### src/rtl/load_store_unit.sv
// Multicycle RV64I load/store unit: sized, extended loads and read-modify-write stores on 64-bit memory.
// Latency from start: load 3, sb/sh/sw 4, sd 2, fault 1. No backpressure: start is ignored while busy.
module load_store_unit #(
    parameter int XLEN   = 64,
    parameter int ADDR_W = 64
) (
    input  logic              clk,
    input  logic              rst,
    input  logic              start,
    input  logic              is_store,
    input  logic [2:0]        funct3,
    input  logic [ADDR_W-1:0] addr,
    input  logic [XLEN-1:0]   store_data,
    input  logic [XLEN-1:0]   mem_rdata,
    output logic [ADDR_W-1:0] mem_addr,
    output logic [XLEN-1:0]   mem_wdata,
    output logic              mem_we,
    output logic [XLEN-1:0]   load_data,
    output logic              busy,
    output logic              done,
    output logic              fault
);

    typedef enum logic [2:0] {IDLE, REQ, CAP, WRITE, DONE, FAULT} state_t;

    state_t          state;
    logic [2:0]      off_q;
    logic [2:0]      funct3_q;
    logic            store_q;
    logic [XLEN-1:0] sdata_q;

    function automatic logic [XLEN-1:0] extract(input logic [XLEN-1:0] dw,
                                                input logic [2:0] off,
                                                input logic [2:0] f3);
        logic [XLEN-1:0] v;
        v = dw >> {off, 3'b000};
        case (f3)
            3'b000:  extract = {{56{v[7]}}, v[7:0]};
            3'b001:  extract = {{48{v[15]}}, v[15:0]};
            3'b010:  extract = {{32{v[31]}}, v[31:0]};
            3'b100:  extract = {56'd0, v[7:0]};
            3'b101:  extract = {48'd0, v[15:0]};
            3'b110:  extract = {32'd0, v[31:0]};
            default: extract = v;
        endcase
    endfunction

    function automatic logic [XLEN-1:0] merge(input logic [XLEN-1:0] dw,
                                              input logic [2:0] off,
                                              input logic [1:0] size,
                                              input logic [XLEN-1:0] sd);
        logic [XLEN-1:0] m;
        case (size)
            2'd0:    m = 64'h0000_0000_0000_00FF;
            2'd1:    m = 64'h0000_0000_0000_FFFF;
            2'd2:    m = 64'h0000_0000_FFFF_FFFF;
            default: m = '1;
        endcase
        merge = (dw & ~(m << {off, 3'b000})) | ((sd & m) << {off, 3'b000});
    endfunction

    function automatic logic aligned(input logic [2:0] off, input logic [1:0] size);
        case (size)
            2'd0:    aligned = 1'b1;
            2'd1:    aligned = ~off[0];
            2'd2:    aligned = (off[1:0] == 2'b00);
            default: aligned = (off == 3'b000);
        endcase
    endfunction

    logic req_bad;
    assign req_bad = (is_store ? funct3[2] : (funct3 == 3'b111)) || !aligned(addr[2:0], funct3[1:0]);

    always_ff @(posedge clk or posedge rst) begin
        if (rst) begin
            state     <= IDLE;
            off_q     <= '0;
            funct3_q  <= '0;
            store_q   <= 1'b0;
            sdata_q   <= '0;
            mem_addr  <= '0;
            mem_wdata <= '0;
            mem_we    <= 1'b0;
            load_data <= '0;
            busy      <= 1'b0;
            done      <= 1'b0;
            fault     <= 1'b0;
        end else begin
            case (state)
                IDLE: begin
                    done  <= 1'b0;
                    fault <= 1'b0;
                    if (start) begin
                        off_q    <= addr[2:0];
                        funct3_q <= funct3;
                        store_q  <= is_store;
                        sdata_q  <= store_data;
                        busy     <= 1'b1;
                        if (req_bad) begin
                            state <= FAULT;
                        end else if (is_store && funct3 == 3'b011) begin
                            // Full doubleword store needs no read; write goes out next cycle.
                            mem_addr  <= {addr[ADDR_W-1:3], 3'b000};
                            mem_wdata <= store_data;
                            mem_we    <= 1'b1;
                            state     <= WRITE;
                        end else begin
                            mem_addr <= {addr[ADDR_W-1:3], 3'b000};
                            state    <= REQ;
                        end
                    end
                end
                REQ: state <= CAP;
                CAP: begin
                    if (store_q) begin
                        mem_wdata <= merge(mem_rdata, off_q, funct3_q[1:0], sdata_q);
                        mem_we    <= 1'b1;
                        state     <= WRITE;
                    end else begin
                        load_data <= extract(mem_rdata, off_q, funct3_q);
                        state     <= DONE;
                    end
                end
                WRITE: begin
                    mem_we <= 1'b0;
                    state  <= DONE;
                end
                DONE: begin
                    done  <= 1'b1;
                    busy  <= 1'b0;
                    state <= IDLE;
                end
                FAULT: begin
                    done  <= 1'b1;
                    fault <= 1'b1;
                    busy  <= 1'b0;
                    state <= IDLE;
                end
                default: state <= IDLE;
            endcase
        end
    end

endmodule

### config.mk
export PLATFORM = sky130hd
export DESIGN_NAME = load_store_unit
export DESIGN_NICKNAME = d
export VERILOG_FILES = /design/src/rtl/load_store_unit.sv
export SDC_FILE = /design/constraint.sdc
export NUM_CORES = 1
export LEC_CHECK = 0
export CAP_MARGIN = 20
export CORE_MARGIN = 3
export CORE_UTILIZATION = 45
export DETAILED_ROUTE_END_ITERATION = 16
export GPL_TIMING_DRIVEN = 0
export HOLD_SLACK_MARGIN = 0.05
export PLACE_DENSITY_LB_ADDON = 0.08
export SLEW_MARGIN = 20
export SYNTH_ARGS = -nofsm -noshare
export SYNTH_HDL_FRONTEND = slang
export SYNTH_SLANG_ARGS = --single-unit
### constraint.sdc
create_clock -name clk -period 14.3 [get_ports clk]
set_clock_uncertainty 0.15 [all_clocks]
set_input_delay 3.575 -clock clk [delete_from_list [all_inputs] [get_ports clk]]
set_output_delay 3.575 -clock clk [all_outputs]
set_load 0.01 [all_outputs]
==> metrics list, run 1 <==
- In this run the count of I/O pins placed on the die edge is 395.
* Startpoint types: primary input
* Type of the setup path with the least slack: primary input to flip-flop
- Starting density of the core: 0.458
- Final slew viol count: 0
* Most frequent cell on the critical path: sky130_fd_sc_hd__o21ai_0
- In this run the number of cells on the critical path is 7.
* Synth top area cells: sky130_fd_sc_hd__dfrtp_1 (45%), sky130_fd_sc_hd__mux2_2 (12%), sky130_fd_sc_hd__o21ai_0 (5.2%)
* CP top delay family: buffers and inverters
* Crit share post-route: 0.433
* YS warnings: 0
- Synth-to-Final Area Change: 36.7%
- The worst-case IR drop observed on VDD is 0.127 mV.
* Area taken by flip-flops and latches: 6680 µm²
* Post-synthesis instance area: 14900 µm²
* CORE AREA: 32600 µm²
- Pin count of the biggest net entering global routing: 106
- Routed WL: 66400 µm
- Worst slew margin relative to its limit: 0.221
* Achievable clock frequency: 162 MHz
- After synthesis, the most frequently instantiated cells are sky130_fd_sc_hd__dfrtp_1 (267), sky130_fd_sc_hd__mux2_2 (163), sky130_fd_sc_hd__o21ai_0 (155).
- At the end of the flow, the number of nets in the layout was 2119.
- For this design the ratio of total power to cell area is 244 nW/µm².
* Footprint of the multi-input gates: 7620 µm²
- Summed over all cells, the static leakage comes to 8.01 nW.
- Total global routing track utilization: 0.365
- Horizontal extent of the die: 188 µm
- Critical path peak fanout: 10
- Measured along the y axis, the die boundary spans 188 µm.
- Unrepaired setup endpoints after global routing: no
* Hold bufs inserted after CTS: 0
- Via count of the routed design: 14.7k
* Fraction of post-synthesis cell area in the top cell type by area: 0.447
* Slowest cell on the critical path: sky130_fd_sc_hd__nor3_2
- Number of buffers inserted during clock tree synthesis: 29
- RePlAce Congestion: 1.00
- Predominant post-synthesis flop cell: sky130_fd_sc_hd__dfrtp_1
- The worst hold path passes through 2 cells.
- Worst-path cell chain: clkdlybuf4s50_1, and4b_1, a41oi_1, nor3_2, clkbuf_1, o21ai_0, o21ai_0
- Most numerous cell in the Yosys netlist: sky130_fd_sc_hd__dfrtp_1
- The via count of the first global-routing pass is 14.8k.
* Count of H-tree levels built during CTS: 1
* Cell accounting for the most synthesized area: sky130_fd_sc_hd__dfrtp_1
* Number of I/O port buffers: 391
- Worst slew pin tran: 1.17 ns
* Routed wire length per instance: 27.9 µm
- EDFF count, synth: 0
- The worst setup path is captured at a flip-flop.
* Fill cell instance count of the final layout: 2723
- The detail route stage leaves a number of antenna-violating nets equal to 0.
- Counting along the longest clock path gives a buffer depth of 3.
* Detailed-placement wirelength estimate: 51900 µm
- Total grt overflow: 0
- Crit path time final: 6.19 ns
- Sinks on the clock net: 267
- Vias/cell: 6.15
- Synthesis inferred 267 register bits.
- Worst-case reg-to-reg path depth: 8
- The tool flagged a number of max-cap violations equal to 0.
* Number of buffers and inverters on the critical path: 2
* Worst EP required: 14.63 ns
* Clock insertion delay at the later pin of the skew report: 0.55 ns
- The total count of hold-check failures in the final report came to 0.
* Setup Buffers After CTS: 0
- The flow ran to the end, and the final reports show no timing, DRC or antenna violations.
- Iteration-0 DRC count of the detailed router: 1741
- The largest single stage delay on the critical path is 0.89 ns.
* Number of setup violations in the final report: 0
- The pre-antenna-repair detailed-routing pass consisted of 7 iterations.
* First-pass GRT wire length: 96900 µm
* Final routed DRC violation total: 0
* Master cell of the clock root buffer: sky130_fd_sc_hd__clkbuf_16
- The number of gates resized after CTS was 0.
- CTS tree: done
- The floorplan step defined a die boundary enclosing 35400 µm².
- In this run the worst hold path is classified as flip-flop to flip-flop.
- In this run the core area contains 66 standard-cell rows.
* Portion of the post-synthesis area used by sequential elements: 0.447
* Clock transition at the registers of the reported paths: 0.06 ns
* Data arrival time of the critical path: 6.51 ns
* Setup TNS Final: 0 ns
- Share of post-route cells with drive strength above 1: 0.162
* Proportion of register bits with asynchronous set or reset after synthesis: 1.00
- In this run the mean area of a mapped cell was 10.0 µm².
- End-of-flow core utilization: 0.626
* Number of instances in the synthesized netlist: 1494
- In this run, distinct cell masters in the synthesized netlist total 69.
- Number of antenna violations at the first check in global routing: 6
==> cell usage in the layout (no fill, tap or decap), drive strengths merged, types with 10 or more instances in the layout <==
master	Yosys	layout
mux2i	63	63
nor2b	23	23
buf	57	59
dfrtp	267	267
clkdlybuf4s50	0	391
a32oi	10	10
clkbuf	77	120
o21ai	179	179
a211oi	29	29
nand3	25	25
a221o	12	12
a31oi	49	49
nand2b	16	16
a221oi	41	41
nand2	152	152
mux2	165	165
nor2	121	121
a21oi	79	79
==> routing by layer <==
| metal | GRT usage | share of wire | vias up |
|---|---|---|---|
| met2 | 0.585 | 0.46 | 871 |
| li1 | - | - | 6348 |
| met5 | 0 | 0.00066 | - |
| met1 | 0.480 | 0.40 | 7202 |
| met4 | 0.164 | 0.055 | 8 |
| met3 | 0.0750 | 0.090 | 242 |
==> final timing paths <==
kind                          startpoint       endpoint  slack, ns
min in group asynchronous            rst   mem_addr[37]       3.33
max in group asynchronous            rst  mem_wdata[56]       9.77
setup / recovery               funct3[0]  mem_wdata[26]       8.11
setup reg to reg             funct3_q[1]  mem_wdata[55]      10.79
hold reg to reg            mem_wdata[43]  mem_wdata[43]       0.33
hold / removal             mem_wdata[43]  mem_wdata[43]       0.33
==> registers in the layout (all words and copies together) (netlist names) <==
name	count
busy	1
fault	1
off_q	3
done	1
mem_addr	61
store_q	1
mem_wdata	64
sdata_q	64
load_data	64
state	3
funct3_q	3
mem_we	1
==> where the power goes <==
group,total [mW],switching [mW],internal [mW]
clock network,0.735,0.309,0.426
registers,1.42,0.293,1.12
logic,2.83,1.59,1.24
==> worst min-delay path: stages (launching register included) <==
cell and delay, ns:
sky130_fd_sc_hd__dfrtp_1 0.34, sky130_fd_sc_hd__nand2_1 0.05, sky130_fd_sc_hd__o21ai_0 0.06
==> layout make-up <==
class                   instances  share of cell area
repair buffers                393               0.194
diodes                          1            0.000123
plain buffers                 134              0.0305
multi-input cells            1089               0.374
clock inverters                 9             0.00380
clock buffers                  43              0.0416
flip-flops and latches        267               0.327
well taps                     442              0.0271
inverters                       6             0.00147
==> cell families (layout without fill, tap and decap cells) <==
logic type,Yosys count,after routing,synth area share
flip-flops,267,267,0.447
other,1,4,0.000251
buffers and inverters,140,585,0.0432
AND/OR/NAND/NOR,375,375,0.113
multiplexers,236,236,0.179
AO/OA/AOI/OAI,475,475,0.217
==> metrics by stage <==
| stage | total power, mW | setup slack [ns] | hold slack [ns] | cell area [µm²] | cells |
|---|---|---|---|---|---|
| floorplan | 2.89 | 3.22 | 0.327 | 14900 | 1496 |
| global placement | 4.13 | 0.0450 | 0.313 | 19400 | 2329 |
| detailed placement | 4.18 | 7.67 | 0.321 | 19500 | 2331 |
| CTS | 4.93 | 8.23 | 0.334 | 20400 | 2383 |
| global route | 5.21 | 8.06 | 0.364 | 20400 | 2384 |
| finish | 4.98 | 8.11 | 0.332 | 20400 | 2384 |
Note: power is estimated with default switching activity, not from simulation.
==> run 2, diff against run 1 <==
==> constraint.sdc (replaced) <==
create_clock -name clk -period 6 [get_ports clk]
set_clock_uncertainty 0.15 [all_clocks]
set_input_delay 1.5 -clock clk [delete_from_list [all_inputs] [get_ports clk]]
set_output_delay 1.5 -clock clk [all_outputs]
set_load 0.01 [all_outputs]
==> run 2 against run 1 <==
Effect of this change:
- flip-flop and latch count unchanged
- sequential power up 140%
- final area grew 0.83%
- global-route usage up 0.37 points
- critical endpoint is now mem_wdata[24]
- largest power group unchanged
==> metrics list, run 2 (synthesized netlist as in run 1, its figures left out) <==
- First-pass GRT wire length: 98100 µm (+1.2%)
* Amount of wire on met3 after detailed routing: 5820 µm (-2.9%)
- TritonCTS built the clock tree.
* Share of post-route cells with drive strength above 1: 0.163 (+0.000862)
- Slowest cell on the critical path: sky130_fd_sc_hd__nor3_2
- The met1 layer wirelength in the final routing came to 26700 µm (+1.3%).
* Floorplan die area: 35400 µm² (unchanged)
- Synth-to-Final Area Change: 37.8%
- The clock insertion delay at the later pin of the skew report came to 0.57 ns (+0.02 ns).
- Crit path time final: 4.03 ns
* Hold WS: 0.334 ns (+0.00217 ns)
- The peak supply drop came to 0.303 mV (+140%).
- In the layout the commonest cells are sky130_fd_sc_hd__clkdlybuf4s50_1 (391), sky130_fd_sc_hd__dfrtp_1 (267), sky130_fd_sc_hd__mux2_2 (163), sky130_fd_sc_hd__o21ai_0 (155), sky130_fd_sc_hd__nand2_1 (152).
- The number of cells on the worst reg-to-reg path is 8 (unchanged).
- The post-CTS clock slew at the launch and capture registers of the worst setup and hold paths came to 0.06 ns (about the same).
- The maximum number of pins on one net before global-route repair came to 37 (-65%).
- WL met2: 31700 µm (+4.6%)
* # IOs: 395 (unchanged)
- Antenna Nets Post-Route: 0 (unchanged)
- Final standard cell area without fillers: 20600 µm² (+0.83%)
- The worst setup path is launched from a primary input.
* Startpoint of the tightest hold check path: mem_wdata[10]
- Fill cell instance count of the final layout: 2668 (-2.0%)
- The slew at the pin closest to its max-slew limit is 1.13 ns (-0.0342 ns).
- Detailed-placement wirelength estimate: 52900 µm (+2.0%)
* Die Span Y: 188 µm (unchanged)
- The initial antenna violation count is 1 (-5).
* Number of setup violations in the final report: 0 (unchanged)
- Setup TNS Final: 0 ns (unchanged)
- Achievable clock frequency: 248 MHz
* Type of the setup path with the least slack: primary input to flip-flop
- The floorplan core area came to 32600 µm² (unchanged).
- The clock sink count is 267 (unchanged).
- Master cell of the clock root buffer: sky130_fd_sc_hd__clkbuf_16
* Number of buffers between clock root and the deepest sink: 3 (unchanged)
- The number of rows created at floorplan is 66 (unchanged).
- Area after DPL: 19600 µm² (+0.52%)
* Final nets: 2124 (+0.24%)
- Iteration-0 DRC count of the detailed router: 1386 (-20%)
- Number of global-route vias before repair: 15.0k (+1.7%)
* Critical Path Max Stage Delay: 0.89 ns (about the same)
* Number of stages on the worst hold path: 2 (unchanged)
* Routed WL: 67200 µm (+1.1%)
* Worst-path cell chain: clkdlybuf4s50_1, and4b_1, a41oi_1, nor3_2, clkbuf_1, o21ai_0, o21ai_0
- Area taken by flip-flops and latches: 6680 µm² (unchanged)
- Vias/cell: 6.16 (about the same)
- Unrepaired setup endpoints after global routing: no
* Total grt overflow: 0 (unchanged)
* Status: completed
* Total of max-cap violations: 0 (unchanged)
- Total global routing track utilization: 0.368 (+0.00374)
- The cell that appears most often on the critical path is sky130_fd_sc_hd__o21ai_0.
- Most common cell after layout, fill and taps aside: sky130_fd_sc_hd__clkdlybuf4s50_1
* Number of I/O port buffers: 391 (unchanged)
* Hold bufs inserted after CTS: 0 (unchanged)
- The startpoint identified for the worst register-to-register timing path is funct3_q[1].
- The internal reg-to-reg setup slack came to 2.57 ns (-8.22 ns).
* Crit share post-route: 0.671
* Routed wire length per instance: 28.2 µm (+1.1%)
- In the final layout, the registers with the most flip-flops are load_data (64), mem_wdata (64), sdata_q (64).
- Via count of the routed design: 14.7k (+0.13%)
- RePlAce Congestion: 0.982 (-1.9%)
- The number of H-tree branching levels was 1 (unchanged).
- Final hold violations: 0 (unchanged)
- 1st-pass router iterations: 5 (-2)
- The number of buffers added for setup after CTS is 0 (unchanged).
- Critical path peak fanout: 10 (unchanged)
- The end-of-flow core utilization was 0.631 (+0.00522).
- Data arrival time of the critical path: 4.35 ns (-2.16 ns)
- Worst EP required: 6.33 ns (-8.30 ns)
- The worst relative slew slack is 0.239 (+0.0187).
* Highest routing layer actually used: met4
* Number of buffers inserted during clock tree synthesis: 28 (-3.4%)
- Count of instances resized after the clock tree is built: 0 (unchanged)
- Horizontal extent of the die: 188 µm (unchanged)
* ANT cells: 0 (-1)
* End point of the worst hold path: mem_wdata[10]
- Footprint of the multi-input gates: 7620 µm² (unchanged)
- The worst setup path is captured at a flip-flop.
- The total power draw came to 12.0 mW (+140%).
* Reg-to-reg endpoint: mem_wdata[55]
* Power per cell area: 585 nW/µm² (+140%)
* Final slew viol count: 0 (unchanged)
- Final routed DRC violation total: 0 (unchanged)
* Starting density of the core: 0.458 (unchanged)
* Pleak: 8.08 nW (+0.83%)
- The worst hold path belongs to the class flip-flop to flip-flop.
run 2: cell count changes in the layout (fill, tap and decap cells not counted), moves of 2 or more:
cell and change:
sky130_fd_sc_hd__bufinv_16 +5, sky130_fd_sc_hd__clkinv_2 -5, sky130_fd_sc_hd__buf_12 +8, sky130_fd_sc_hd__inv_6 -2, sky130_fd_sc_hd__buf_16 -2, sky130_fd_sc_hd__clkbuf_8 -2
run 2: cell type report:
class	instances	share of cell area
Inverter	6	0.00128
Timing Repair Buffer	399	0.198
Clock inverter	8	0.00979
Sequential cell	267	0.325
Tap cell	442	0.0269
Multi-Input combinational cell	1089	0.370
Clock buffer	40	0.0387
Buffer	134	0.0303
run 2: power by group:
part / total [mW] / internal (mW) / switching [mW]
clock: 1.89 / 1.17 / 0.720
combinational: 6.76 / 2.96 / 3.81
sequential: 3.38 / 2.68 / 0.695
run 2: layer usage:
layer	up-vias	global-route usage
met4	0	0.146
li1	6360	-
met3	187	0.0774
met5	-	0
met1	7311	0.475
met2	832	0.611
run 2: critical path: cells and delay by family:
family                 cells  cell delay (ns)
buffers and inverters      2             1.07
AO/OA/AOI/OAI              3             0.63
AND/OR/NAND/NOR            2             1.14
run 2: metrics by stage:
stage / instances / setup slack, ns
floorplan: 1496 / 0.825
global placement: 2329 / -1.01
detailed placement: 2337 / 1.45
CTS: 2385 / 2.04
global route: 2385 / 1.89
finish: 2385 / 1.97
run 2: how the worst max path moves through the flow:
stage | from | end | slack [ns] | depth (start not counted)
2_1_floorplan | rst | busy | 0.82 | 1
3_3_place_gp | rst | load_data[28] | -1.01 | 2
3_5_place_dp | funct3[0] | mem_wdata[26] | 1.45 | 7
4_1_cts | funct3[0] | mem_wdata[24] | 2.04 | 7
5_1_grt | funct3[2] | mem_wdata[9] | 1.89 | 7
6_report | funct3[1] | mem_wdata[24] | 1.97 | 7
